<file path="src/rtl/pilha_param.sv">
`default_nettype none
// ============================================================================
//  Module   : pilha_param
//  Brief    : Parametrised LIFO operand stack. Pushes from the control unit
//             or the ALU, pops to a registered output, single-cycle
//             replace-top, full/empty status and sticky overflow/underflow.
//  Revision : 1.0 - initial release
// ============================================================================
module pilha_param #(
    parameter int DATA_W = 16,
    parameter int DEPTH  = 16,
    parameter int PTR_W  = $clog2(DEPTH + 1)
) (
    input  logic              clk,
    input  logic              rst,
    input  logic              push,
    input  logic              pop,
    input  logic              src_sel,
    input  logic [DATA_W-1:0] din_uc,
    input  logic [DATA_W-1:0] din_ula,
    input  logic              clr_err,
    output logic [DATA_W-1:0] dout,
    output logic              dout_valid,
    output logic [DATA_W-1:0] top,
    output logic [PTR_W-1:0]  tos,
    output logic              empty,
    output logic              full,
    output logic              overflow,
    output logic              underflow
);

    // Index width of the storage array; DEPTH >= 2 keeps this at least 1.
    localparam int IDX_W = $clog2(DEPTH);

    localparam logic [PTR_W-1:0] c_full_level = PTR_W'(DEPTH);
    localparam logic [PTR_W-1:0] c_one        = PTR_W'(1);

    // Storage is deliberately left unreset; entries at or above sp are dead.
    logic [DATA_W-1:0] mem_q [DEPTH];

    logic [PTR_W-1:0]  sp_q,         sp_d;
    logic [DATA_W-1:0] dout_q,       dout_d;
    logic              dout_valid_q, dout_valid_d;
    logic              overflow_q,   overflow_d;
    logic              underflow_q,  underflow_d;

    logic [DATA_W-1:0] w_din;
    logic              w_empty;
    logic              w_full;
    logic              w_pop_ok;
    logic              w_push_ok;
    logic              w_ovf_set;
    logic              w_unf_set;
    logic [IDX_W-1:0]  w_top_idx;
    logic [IDX_W-1:0]  w_sp_idx;
    logic [IDX_W-1:0]  w_wr_idx;

    // Request decode: source mux, status and which halves of a request are accepted.
    always_comb begin
        w_din     = src_sel ? din_ula : din_uc;
        w_empty   = (sp_q == '0);
        w_full    = (sp_q == c_full_level);
        // Index arithmetic is only used when the matching entry exists,
        // so the truncation never discards a meaningful bit.
        w_top_idx = IDX_W'(sp_q - c_one);
        w_sp_idx  = IDX_W'(sp_q);
        w_pop_ok  = pop && !w_empty;
        // A push into a full stack is still fine when paired with a valid pop
        // (replace-top); a push into an empty stack always has room.
        w_push_ok = push && (!w_full || w_pop_ok);
        w_ovf_set = push && !w_push_ok;
        w_unf_set = pop && w_empty;
        // Replace-top overwrites the current top; a plain push fills slot sp.
        w_wr_idx  = w_pop_ok ? w_top_idx : w_sp_idx;
    end

    // Next-state for pointer, output register and sticky error flags.
    always_comb begin
        sp_d         = sp_q;
        dout_d       = dout_q;
        dout_valid_d = 1'b0;

        case ({w_push_ok, w_pop_ok})
            2'b10:   sp_d = sp_q + c_one;
            2'b01:   sp_d = sp_q - c_one;
            default: sp_d = sp_q;
        endcase

        if (w_pop_ok) begin
            dout_d       = mem_q[w_top_idx];
            dout_valid_d = 1'b1;
        end

        // A fresh error in the clearing cycle wins over the clear.
        overflow_d  = (overflow_q  && !clr_err) || w_ovf_set;
        underflow_d = (underflow_q && !clr_err) || w_unf_set;
    end

    // Control state register; reset discards any request in the same cycle.
    always_ff @(posedge clk) begin
        if (rst) begin
            sp_q         <= '0;
            dout_q       <= '0;
            dout_valid_q <= 1'b0;
            overflow_q   <= 1'b0;
            underflow_q  <= 1'b0;
        end else begin
            sp_q         <= sp_d;
            dout_q       <= dout_d;
            dout_valid_q <= dout_valid_d;
            overflow_q   <= overflow_d;
            underflow_q  <= underflow_d;
        end
    end

    // Storage write port; suppressed during reset so a discarded push leaves no trace.
    always_ff @(posedge clk) begin
        if (!rst && w_push_ok) begin
            mem_q[w_wr_idx] <= w_din;
        end
    end

    // Output mapping; top is gated by empty so stale memory is never visible.
    always_comb begin
        dout       = dout_q;
        dout_valid = dout_valid_q;
        top        = w_empty ? '0 : mem_q[w_top_idx];
        tos        = sp_q;
        empty      = w_empty;
        full       = w_full;
        overflow   = overflow_q;
        underflow  = underflow_q;
    end

endmodule
`default_nettype wire

</file>
<file path="config.mk">
export PLATFORM = sky130hd
export DESIGN_NAME = pilha_param
export DESIGN_NICKNAME = d
export VERILOG_FILES = /design/src/rtl/pilha_param.sv
export SDC_FILE = /design/constraint.sdc
export NUM_CORES = 1
export LEC_CHECK = 0
export BUFFER_PORTS_ARGS = -buffer_cell sky130_fd_sc_hd__buf_2
export CAP_MARGIN = 20
export CORE_ASPECT_RATIO = 1.1
export CORE_MARGIN = 8
export CORE_UTILIZATION = 29
export DETAILED_ROUTE_END_ITERATION = 12
export PLACE_DENSITY = 0.47
export SETUP_SLACK_MARGIN = 0.5
export SLEW_MARGIN = 10
export SYNTH_ARGS = -nofsm -noshare
export SYNTH_HDL_FRONTEND = slang
export SYNTH_SLANG_ARGS = --single-unit
</file>
<file path="constraint.sdc">
create_clock -name clk -period 6 [get_ports clk]
set_clock_uncertainty 0.2 [all_clocks]
set_input_delay 0.3 -clock clk [delete_from_list [all_inputs] [get_ports clk]]
set_output_delay 0.3 -clock clk [all_outputs]
set_load 0.02 [all_outputs]
</file>
-- After elaboration in Yosys (flattened, before gate mapping)
Memory sizes are Yosys's and may differ from the RTL's.
Index checks and enable logic that the tools add are counted.
- add/subtract/negate cells: 2
- equal/unequal tests: 3
- muxes and demuxes: 7
- reductions and logical operators: 17
- operators with widths (operator ; count):
    2-to-1 mux 16 bit ; 2
    case mux 5 bit (2 select lines) ; 1
    logical AND 1 bit ; 7
    adder 5 x 1 -> 5 bit (second input constant) ; 1
    equality test 5 bit (second input constant) ; 1
    zero test 1 bit ; 5
    zero test 5 bit ; 1
    subtractor 5 x 1 -> 5 bit (second input constant) ; 1
    2-to-1 mux 4 bit ; 1
    logical OR 1 bit ; 3
    2-to-1 mux 1 bit ; 3
    equality test 2 x 1 -> 1 bit (second input constant) ; 1
    equality test 2 bit (second input constant) ; 1
    nonzero test 2 bit ; 1
- RAM bits: 256
- bits of input ports: 38
- register bits: 24
- memories kept: 1
- memories (memory ; depth ; width ; rd ports ; clocked after memory_dff ; wr ports ; line ; text):
    mem_q ; 16 ; 16 ; 1 ; 0 ; 1 ; 39 ; logic [DATA_W-1:0] mem_q [DEPTH];

-- Longest topological paths before layout
Gate-level depths: netlist of the first run.
- word-level depth: 8
- gate-level depth with buffers: 11

-- Worst setup path after synthesis of the first run
Ideal clock, no wire load.
- kind: register to register
- from: register sp_q[0], in the netlist tos[0]
- to: memory mem_q[8][0], enable pin
- stages on the path, launching flop included: 9
- data required time: 5412 ps
- path slack: 2449 ps
- library setup time: 388 ps
- period minus slack after synthesis: 3551 ps
- buffers on the path: 2
- arrival time: 2963 ps
- cell sequence: dfxtp_1 -> buf_2 -> buf_2 -> inv_1 -> ha_1 -> and4bb_2 -> a211oi_1 -> o211ai_1 -> nor2_1
- elaborated cells on any way between the ends: 12
- those cells by class: 1 x add/sub; 1 x eq/ne; 3 x mux; 7 x reduce/logical
- RTL lines (element ; line ; text):
    from (decl) ; 41 ; logic [PTR_W-1:0] sp_q, sp_d;
    from (signal assigned) ; 108 ; sp_q <= sp_d;
    equality test 5 bit ; 62 ; w_full = (sp_q == c_full_level);
    named net full ; 27 ; output logic full,
    zero test 1 bit ; 70 ; w_push_ok = push && (!w_full || w_pop_ok);
    logical OR 1 bit ; 70 ;
    logical AND 1 bit ; 70 ;
    logical AND 1 bit ; 118 ; if (!rst && w_push_ok) begin
    2-to-1 mux 1 bit ; 118 ;
    2-to-1 mux 1 bit (not written as such) ; 119 ; mem_q[w_wr_idx] <= w_din;
    to (decl) ; 39 ;
The timed path passes the listed nets, and every way through them passes these cells.

-- Worst setup path after layout of the first run
- from: register sp_q[0], in the netlist tos[0]
- to: output port top[5]
- longest elaborated chain between the ends: 3
- elaborated cells on any way between the ends: 4
- those cells by class: 1 x add/sub; 1 x mux; 1 x reduce/logical; 1 x memory
- ends and longest elaborated chain (element ; line ; text):
    subtractor 5 x 1 -> 5 bit ; - ;
    memory read (16 x 16 bit) ; - ;
    2-to-1 mux 16 bit * ; 127 ; top = w_empty ? '0 : mem_q[w_top_idx];
    to (decl) ; 24 ; output logic [DATA_W-1:0] top,
Mark *: on every way between the ends. The rest lies on a longest branch, timed or not.

==> results of run 1 <==
-- final timing paths --
kind / cells after the start / slack [ns] / end
min reg2reg: 2 / 0.32 / dout[8]
max: 7 / 1.37 / top[5]
min: 3 / 0.05 / dout_valid
max reg2reg: 7 / 1.82 / mem_q[14][7]
-- per-layer routing --
metal / up-vias / share of wire, %
li1: 2675 / -
met3: 52 / 4.8
met2: 176 / 50
met1: 3158 / 43
met4: 0 / 2.9
met5: - / 0
-- registers in the layout, indices dropped and copies added, names as in the netlist --
signal and flops:
mem_q 256, underflow 1, tos 5, overflow 1
dout_valid 1, dout 16
-- layout make-up --
cell class / instances / area, sq um
clock buffers: 34 / 744.5
clock inverters: 18 / 173.9
fillers: 3606 / 25020
inverters: 8 / 30.03
multi-input cells: 268 / 2929
flip-flops and latches: 280 / 8172
well taps: 500 / 625.6
repair buffers: 99 / 595.6
-- cells in the final DEF (no fill, tap or decap), drive strengths merged, types with 9 or more instances in the layout --
cell    Yosys  final
edfxtp    256    256
buf        19     96
mux4       64     64
o21ai      34     34
clkbuf     18     34
dfxtp      24     24
nor2       24     24
a31oi      21     21
mux2       17     17
a22oi      16     16
o21bai     16     16
a41oi      16     16
clkinv      0     12
inv         8      9
-- synth_stat cells (3+ instances only) --
cell type    n
a211oi_1     4
a21oi_1      4
a22oi_1     16
a31oi_1     20
a41oi_1     16
buf_2       10
buf_4        4
buf_6        4
clkbuf_1    16
dfxtp_1     24
edfxtp_1   256
ha_1         3
inv_1        7
mux2_2      16
mux4_2      64
nand4_1      4
nor2_1      24
nor2b_1      5
nor3_1       7
o21a_1       3
o21ai_0     32
o21bai_1    16
-- critical path: cells and delay by family (launching register included) --
family / cells / cell delay [ns]
adder cells (fa/ha/maj): 1 / 0.41
AO/OA/AOI/OAI: 3 / 1.64
flip-flops: 1 / 0.87
AND/OR/NAND/NOR: 1 / 0.16
buffers and inverters: 2 / 0.50
-- power by group through the flow --
stage,logic [mW],registers (mW),clock network (mW)
4_1_cts,1.66,2.36,1.79
3_3_place_gp,1.62,2.40,0
2_1_floorplan,1.09,2.40,0
5_1_grt,1.76,2.38,1.86
3_5_place_dp,1.65,2.40,0
6_report,1.63,2.36,1.73
-- kinds of logic (layout without fill, tap and decap cells) --
kind of cell,count (synthesis),after routing
fa+ha+maj,3,3
buf+inv,45,159
simple gates,58,58
compound gates,125,125
flops,280,280
mux,82,82
==> results.ini, run 1 <==
[pwr]
power_frac_clock_pct=30.3
pwr-share-comb_pct=28.5
ir_drop_mv=0.2151
intPower_mw=3.884
p_leak_nw=4.235
p_total_mw=5.724
powerDensity_mw_per_mm2=431.3
p_sw_share_pct=32.14
power.switching_mw=1.840
p_seq_share_pct=41.2

[detailed_routing]
vias_per_cell=5.022
post_drt_wl_per_cell_microns=23.79
firstDrtPassIters=5
drc=0
ant_nets=0
wl_mm=28.72
num_vias=6061
drt-initial-drc-count=550

[global_route]
grt_pass1_vias=6530
grt_max_degree=45
antenna_found_initial=0
gr-usage-met1_pct=16.12
grt.busiest_layer=met2
grtUsageMet2_pct=21.17
grtUsageTotal_pct=12.53
grt_pass1_wl_mm=42.92
use_met3_pct=1.957
grt-ovfl-total=0

[critical_path]
path_class=reg -> out
end_kind=primary output
critPathArrivalTime_ns=4.13
crit_chain=inv_1 -> ha_1 -> nor2_1 -> a32o_1 -> a22oi_1 -> a31oi_1 -> buf_2
startpoint=tos[0]
required_ns=5.50
r2r_start=tos[0]
worstPathMaxFanout=44
cp_slowest_cell=a32o_1
critPathLaunchType=flip-flop
max_stage_delay_ns=0.92

[logic_synthesis]
synth_top_family_by_area=multiplexers
ys_warn_count=0
synthMuxAreaShare_pct=14.56
postSynthCellCount=593
synth_adder_area_share_pct=0.3327
synthesis.nets=634
synth_compound_area_share_pct=7.797
synth-edff-count=256
synth-main-ff-cell=edfxtp_1
synth_largest_type_area_fraction_pct=68.15
synth_area_per_cell_sq_um=19.02
synth-xor-area-share_pct=0
synth_area_leaders=edfxtp_1, mux4_2, dfxtp_1
async_reset_ff_share_pct=0
synth_top_cell_by_area=edfxtp_1
yosysSeqAreaShare_pct=72.40
ys_ff_latch=280
synth_simple_gate_area_share_pct=2.873
syn_area_sq_mm=0.01128
synthDistinctLibCells=53

[placement]
dp_slack_ns=1.811
placed_cell_area_sq_mm=0.01232
placed_cells=1152
port_buffers=79
gp_congestion=0.7404
hpwlAfterDp_mm=18.89

[cells_and_area]
diodes=0
fin_nets=726
area_growth_pct=17.64
layout-drive-gt1-share_pct=33.95
instances_no_fill=1207
final_cell_area_sq_mm=0.01327
final_core_util_pct=34.66

[sta]
drv_slew=0
finalSetupTns_ns=0
fmax_mhz=215.9
setup_viol=0
hold_viol=0
hold_slack_ns=0.04736
grt_setup_unrepaired=no
finalWorstSetupSlack_ns=1.368
slew_headroom_pct=26.52
min_period_ns=4.632
worst_pin_slew_ns=1.102
post-route-period-util_pct=77.19

[clock_network]
worstSkewPairLatency_ns=0.54
cts_buffer_depth=3
cts_setup_buffers=0
post_cts_resized=0
numClockSinks=280
cts_htree_levels=1
cts_buffers=28
cts.reportedPaths.clkPinSlew_ns=0.06
cts_tree=yes
cts_hold_buf=3
clock-root-buffer=clkbuf_16

[min_path]
hp-start=pop
hold_path_class=in -> reg

[status]
outcome=completed

[floorplanning]
fp.dieH_microns=222.9
die_x_microns=204.1
coreArea_sq_mm=0.03829
initial_core_util_pct=29.46
dieArea_sq_mm=0.04547
ios=80
rows=75

[flow_run]
drv_cap=0

(Power assumes the default switching activity.)
==> run 2, diff against run 1 <==
--- a/config.mk
+++ b/config.mk
@@ -5,6 +5,7 @@
 export SDC_FILE = /design/constraint.sdc
 export NUM_CORES = 1
 export LEC_CHECK = 0
+export ABC_AREA = 1
 export BUFFER_PORTS_ARGS = -buffer_cell sky130_fd_sc_hd__buf_2
 export CAP_MARGIN = 20
 export CORE_ASPECT_RATIO = 1.1
==> constraint.sdc (replaced) <==
create_clock -name clk -period 4.5 [get_ports clk]
set_clock_uncertainty 0.2 [all_clocks]
set_input_delay 0.225 -clock clk [delete_from_list [all_inputs] [get_ports clk]]
set_output_delay 0.225 -clock clk [all_outputs]
set_load 0.02 [all_outputs]
==> run 2 against run 1 <==
Compared with the run above:
- via count rose by 44%
- critical path depth is 1 higher
- sequential cell count unchanged
- die area up 9.9%
- wire length up 27%
- synthesized cell count increased by 110%
- cell count up 61%
- worst hold slack better by 0.053 ns
- combinational power increased by 140%
- largest cell class unchanged
- largest power group is now combinational cells
- highest routed layer unchanged
==> results.ini, run 2 <==
[detailed_routing]
wl_mm=36.58  ; was 28.72 mm
num_vias=8717  ; was 6061
vias_per_cell=4.493  ; was 5.022
drc=0  ; unchanged
ant_nets=0  ; unchanged
post_drt_wl_per_cell_microns=18.86  ; was 23.79 microns
drt-initial-drc-count=635  ; was 550
firstDrtPassIters=7  ; was 5

[logic_synthesis]
synth_top_cell_by_area=edfxtp_1  ; unchanged
synth-edff-count=256  ; unchanged
synth_most_common_cell=nand2_1  ; was edfxtp_1
syn_area_sq_mm=0.01249  ; was 0.01128 sq mm
synth-main-ff-cell=edfxtp_1  ; unchanged
yosysSeqAreaShare_pct=65.38  ; was 72.40%
synth_area_leaders=edfxtp_1, nand2_1, nand3_1  ; was edfxtp_1, mux4_2, dfxtp_1
synthDistinctLibCells=30  ; was 53
ys_warn_count=0  ; unchanged
ys_ff_latch=280  ; unchanged
synthTopCellsByCount=nand2_1, edfxtp_1, inv_1  ; was edfxtp_1, mux4_2, o21ai_0
synth_largest_type_area_fraction_pct=61.54  ; was 68.15%
synthesis.nets=1304  ; was 634
postSynthCellCount=1263  ; was 593
synth_area_per_cell_sq_um=9.891  ; was 19.02 sq um
async_reset_ff_share_pct=0  ; unchanged

[floorplanning]
die_x_microns=213.9  ; was 204.1 microns
fp.dieH_microns=233.7  ; was 222.9 microns
dieArea_sq_mm=0.04998  ; was 0.04547 sq mm
initial_core_util_pct=29.46  ; about the same
ios=80  ; unchanged
rows=79  ; was 75
coreArea_sq_mm=0.04240  ; was 0.03829 sq mm

[cells_and_area]
fillCellCount=4260  ; was 3606
mostFrequentLayoutCells=nand2_1, edfxtp_1, inv_1  ; was edfxtp_1, buf_2, mux4_2
area_growth_pct=17.24  ; was 17.64%
fin_nets=1396  ; was 726
final_common_cell=nand2_1  ; was edfxtp_1
layout-drive-gt1-share_pct=15.08  ; was 33.95%
largest_reg_flops=256  ; unchanged
top_register=mem_q  ; unchanged
diodes=0  ; unchanged
final_cell_area_sq_mm=0.01465  ; was 0.01327 sq mm

[critical_path]
crit_chain=inv_1 -> ha_2 -> buf_4 -> nand3_1 -> nand3_1 -> nand3_1 -> a21oi_1 -> buf_2  ; was inv_1 -> ha_1 -> nor2_1 -> a32o_1 -> a22oi_1 -> a31oi_1 -> buf_2
path_class=reg -> out  ; unchanged
cp.buffers_inverters=3  ; was 2
crit_top_cell=nand3_1
end_kind=primary output  ; unchanged
r2r_end=mem_q[10][4]  ; was mem_q[14][7]
critPathArrivalTime_ns=3.15  ; was 4.13 ns
cp_slowest_cell=ha_2  ; was a32o_1
max_stage_delay_ns=0.59  ; was 0.92 ns
worstPathMaxFanout=28  ; was 44
cp_num_cells=8  ; was 7
critPathLaunchType=flip-flop  ; unchanged
required_ns=4.07  ; was 5.50 ns
r2r_slack_ns=1.46  ; was 1.82 ns
r2r_start=tos[0]  ; unchanged
cp_top_family=buffers and inverters  ; was compound AO/OA/AOI/OAI gates
r2r_cells=8  ; was 7

[pwr]
p_leak_nw=6.306  ; was 4.235 nW
powerDensity_mw_per_mm2=641.1  ; was 431.3 mW/mm^2
ir_drop_mv=0.3215  ; was 0.2151 mV
p_total_mw=9.389  ; was 5.724 mW

[sta]
grt_setup_unrepaired=no  ; unchanged
post-route-period-util_pct=79.39
setup_viol=0  ; unchanged
slew_headroom_pct=38.29  ; was 26.52%
finalWorstSetupSlack_ns=0.9274  ; was 1.368 ns
min_period_ns=3.573
hold_viol=0  ; unchanged
worst_pin_slew_ns=0.9256  ; was 1.102 ns
fmax_mhz=279.9
finalSetupTns_ns=0  ; unchanged
drv_slew=0  ; unchanged

[clock_network]
numClockSinks=280  ; unchanged
worstSkewPairLatency_ns=0.56  ; was 0.54 ns
clock-root-buffer=clkbuf_16  ; unchanged
cts_tree=yes  ; unchanged
cts_htree_levels=1  ; unchanged
cts.reportedPaths.clkPinSlew_ns=0.06  ; about the same
cts_buffer_depth=3  ; unchanged
cts_setup_buffers=0  ; unchanged
cts_buffers=29  ; was 28

[global_route]
grt_pass1_vias=8699  ; was 6530
antenna_found_initial=0  ; unchanged
gr-usage-met1_pct=19.45  ; was 16.12%
grt.busiest_layer=met2  ; unchanged
grtUsageTotal_pct=14.70  ; was 12.53%
grt_pass1_wl_mm=54.90  ; was 42.92 mm
grt_max_degree=76  ; was 45
use_met3_pct=2.453  ; was 1.957%
grt-ovfl-total=0  ; unchanged
grtUsageMet2_pct=24.35  ; was 21.17%

[min_path]
worst_hold_path.endpoint=mem_q[7][2]  ; was dout_valid
whs_path_depth=2  ; was 3
hold_path_class=in -> reg  ; unchanged
hp-start=din_ula[2]  ; was pop

[placement]
placed_cell_area_sq_mm=0.01364  ; was 0.01232 sq mm
hpwlAfterDp_mm=24.14  ; was 18.89 mm
port_buffers=79  ; unchanged
gp_congestion=0.8330  ; was 0.7404
dp_slack_ns=1.447  ; was 1.811 ns

[flow_run]
drv_cap=0  ; unchanged

[status]
outcome=completed  ; unchanged

[run 2: worst max path at each step]
stage / to / slack, ns / startpoint
after floorplan: mem_q[11][0] / 1.33 / tos[0]
after global placement: mem_q[10][5] / 1.46 / tos[0]
after detailed placement: mem_q[10][5] / 1.45 / tos[0]
after CTS: top[14] / 0.88 / tos[1]
after global routing: top[0] / 0.72 / tos[0]
final: top[3] / 0.93 / tos[1]
[run 2: cell families after synthesis]
logic type | Yosys count | share of synthesized area, %
xor+xnor | 6 | 0.6010
fa+ha+maj | 3 | 0.3005
buf+inv | 287 | 9.155
compound gates | 28 | 1.242
mux | 16 | 1.442
flops | 280 | 65.38
simple gates | 643 | 21.87
[run 2: layout make-up]
class / count / area [sq um] / share of cell area, %
sequential: 280 / 8172 / 55.80
inverter: 227 / 854.6 / 5.835
tap: 567 / 709.4 / 4.844
clock buffer: 31 / 733.2 / 5.006
timing repair buffer: 121 / 743.2 / 5.075
multi-input combinational: 696 / 3246 / 22.16
clock inverter: 18 / 187.7 / 1.282
[run 2: what timing repair did]
| item | in CTS | in global routing |
|---|---|---|
| hold buffers | 8 | 0 |
| gates resized for setup | 0 | 0 |
| setup endpoints to repair | 0 | 0 |
| hold endpoints to repair | 21 | 0 |
[run 2: routing by layer]
metal	wire length, microns	vias to the layer above	share of wire [%]
li1	-	4247	-
met1	16310	4187	45
met2	17270	234	47
met3	2108	49	5.8
met4	892	0	2.4
met5	0	-	0
[run 2: per-stage QoR]
| stage | utilization, % | std cells | hold WS, ns |
|---|---|---|---|
| 2_1_floorplan | - | 1263 | 0.1696 |
| 3_3_place_gp | 32.18 | 1883 | 0.2567 |
| 3_5_place_dp | 32.18 | 1883 | 0.2655 |
| 4_1_cts | 34.54 | 1940 | 0.1095 |
| 5_1_grt | 34.54 | 1940 | 0.1380 |
| 6_report | 34.54 | 1940 | 0.1006 |
[run 2: power breakdown]
part	switching (mW)	internal, mW	total (mW)
clock network	0.993	1.39	2.38
logic	2.80	1.04	3.84
registers	0.0773	3.09	3.17
total	3.87	5.52	9.39
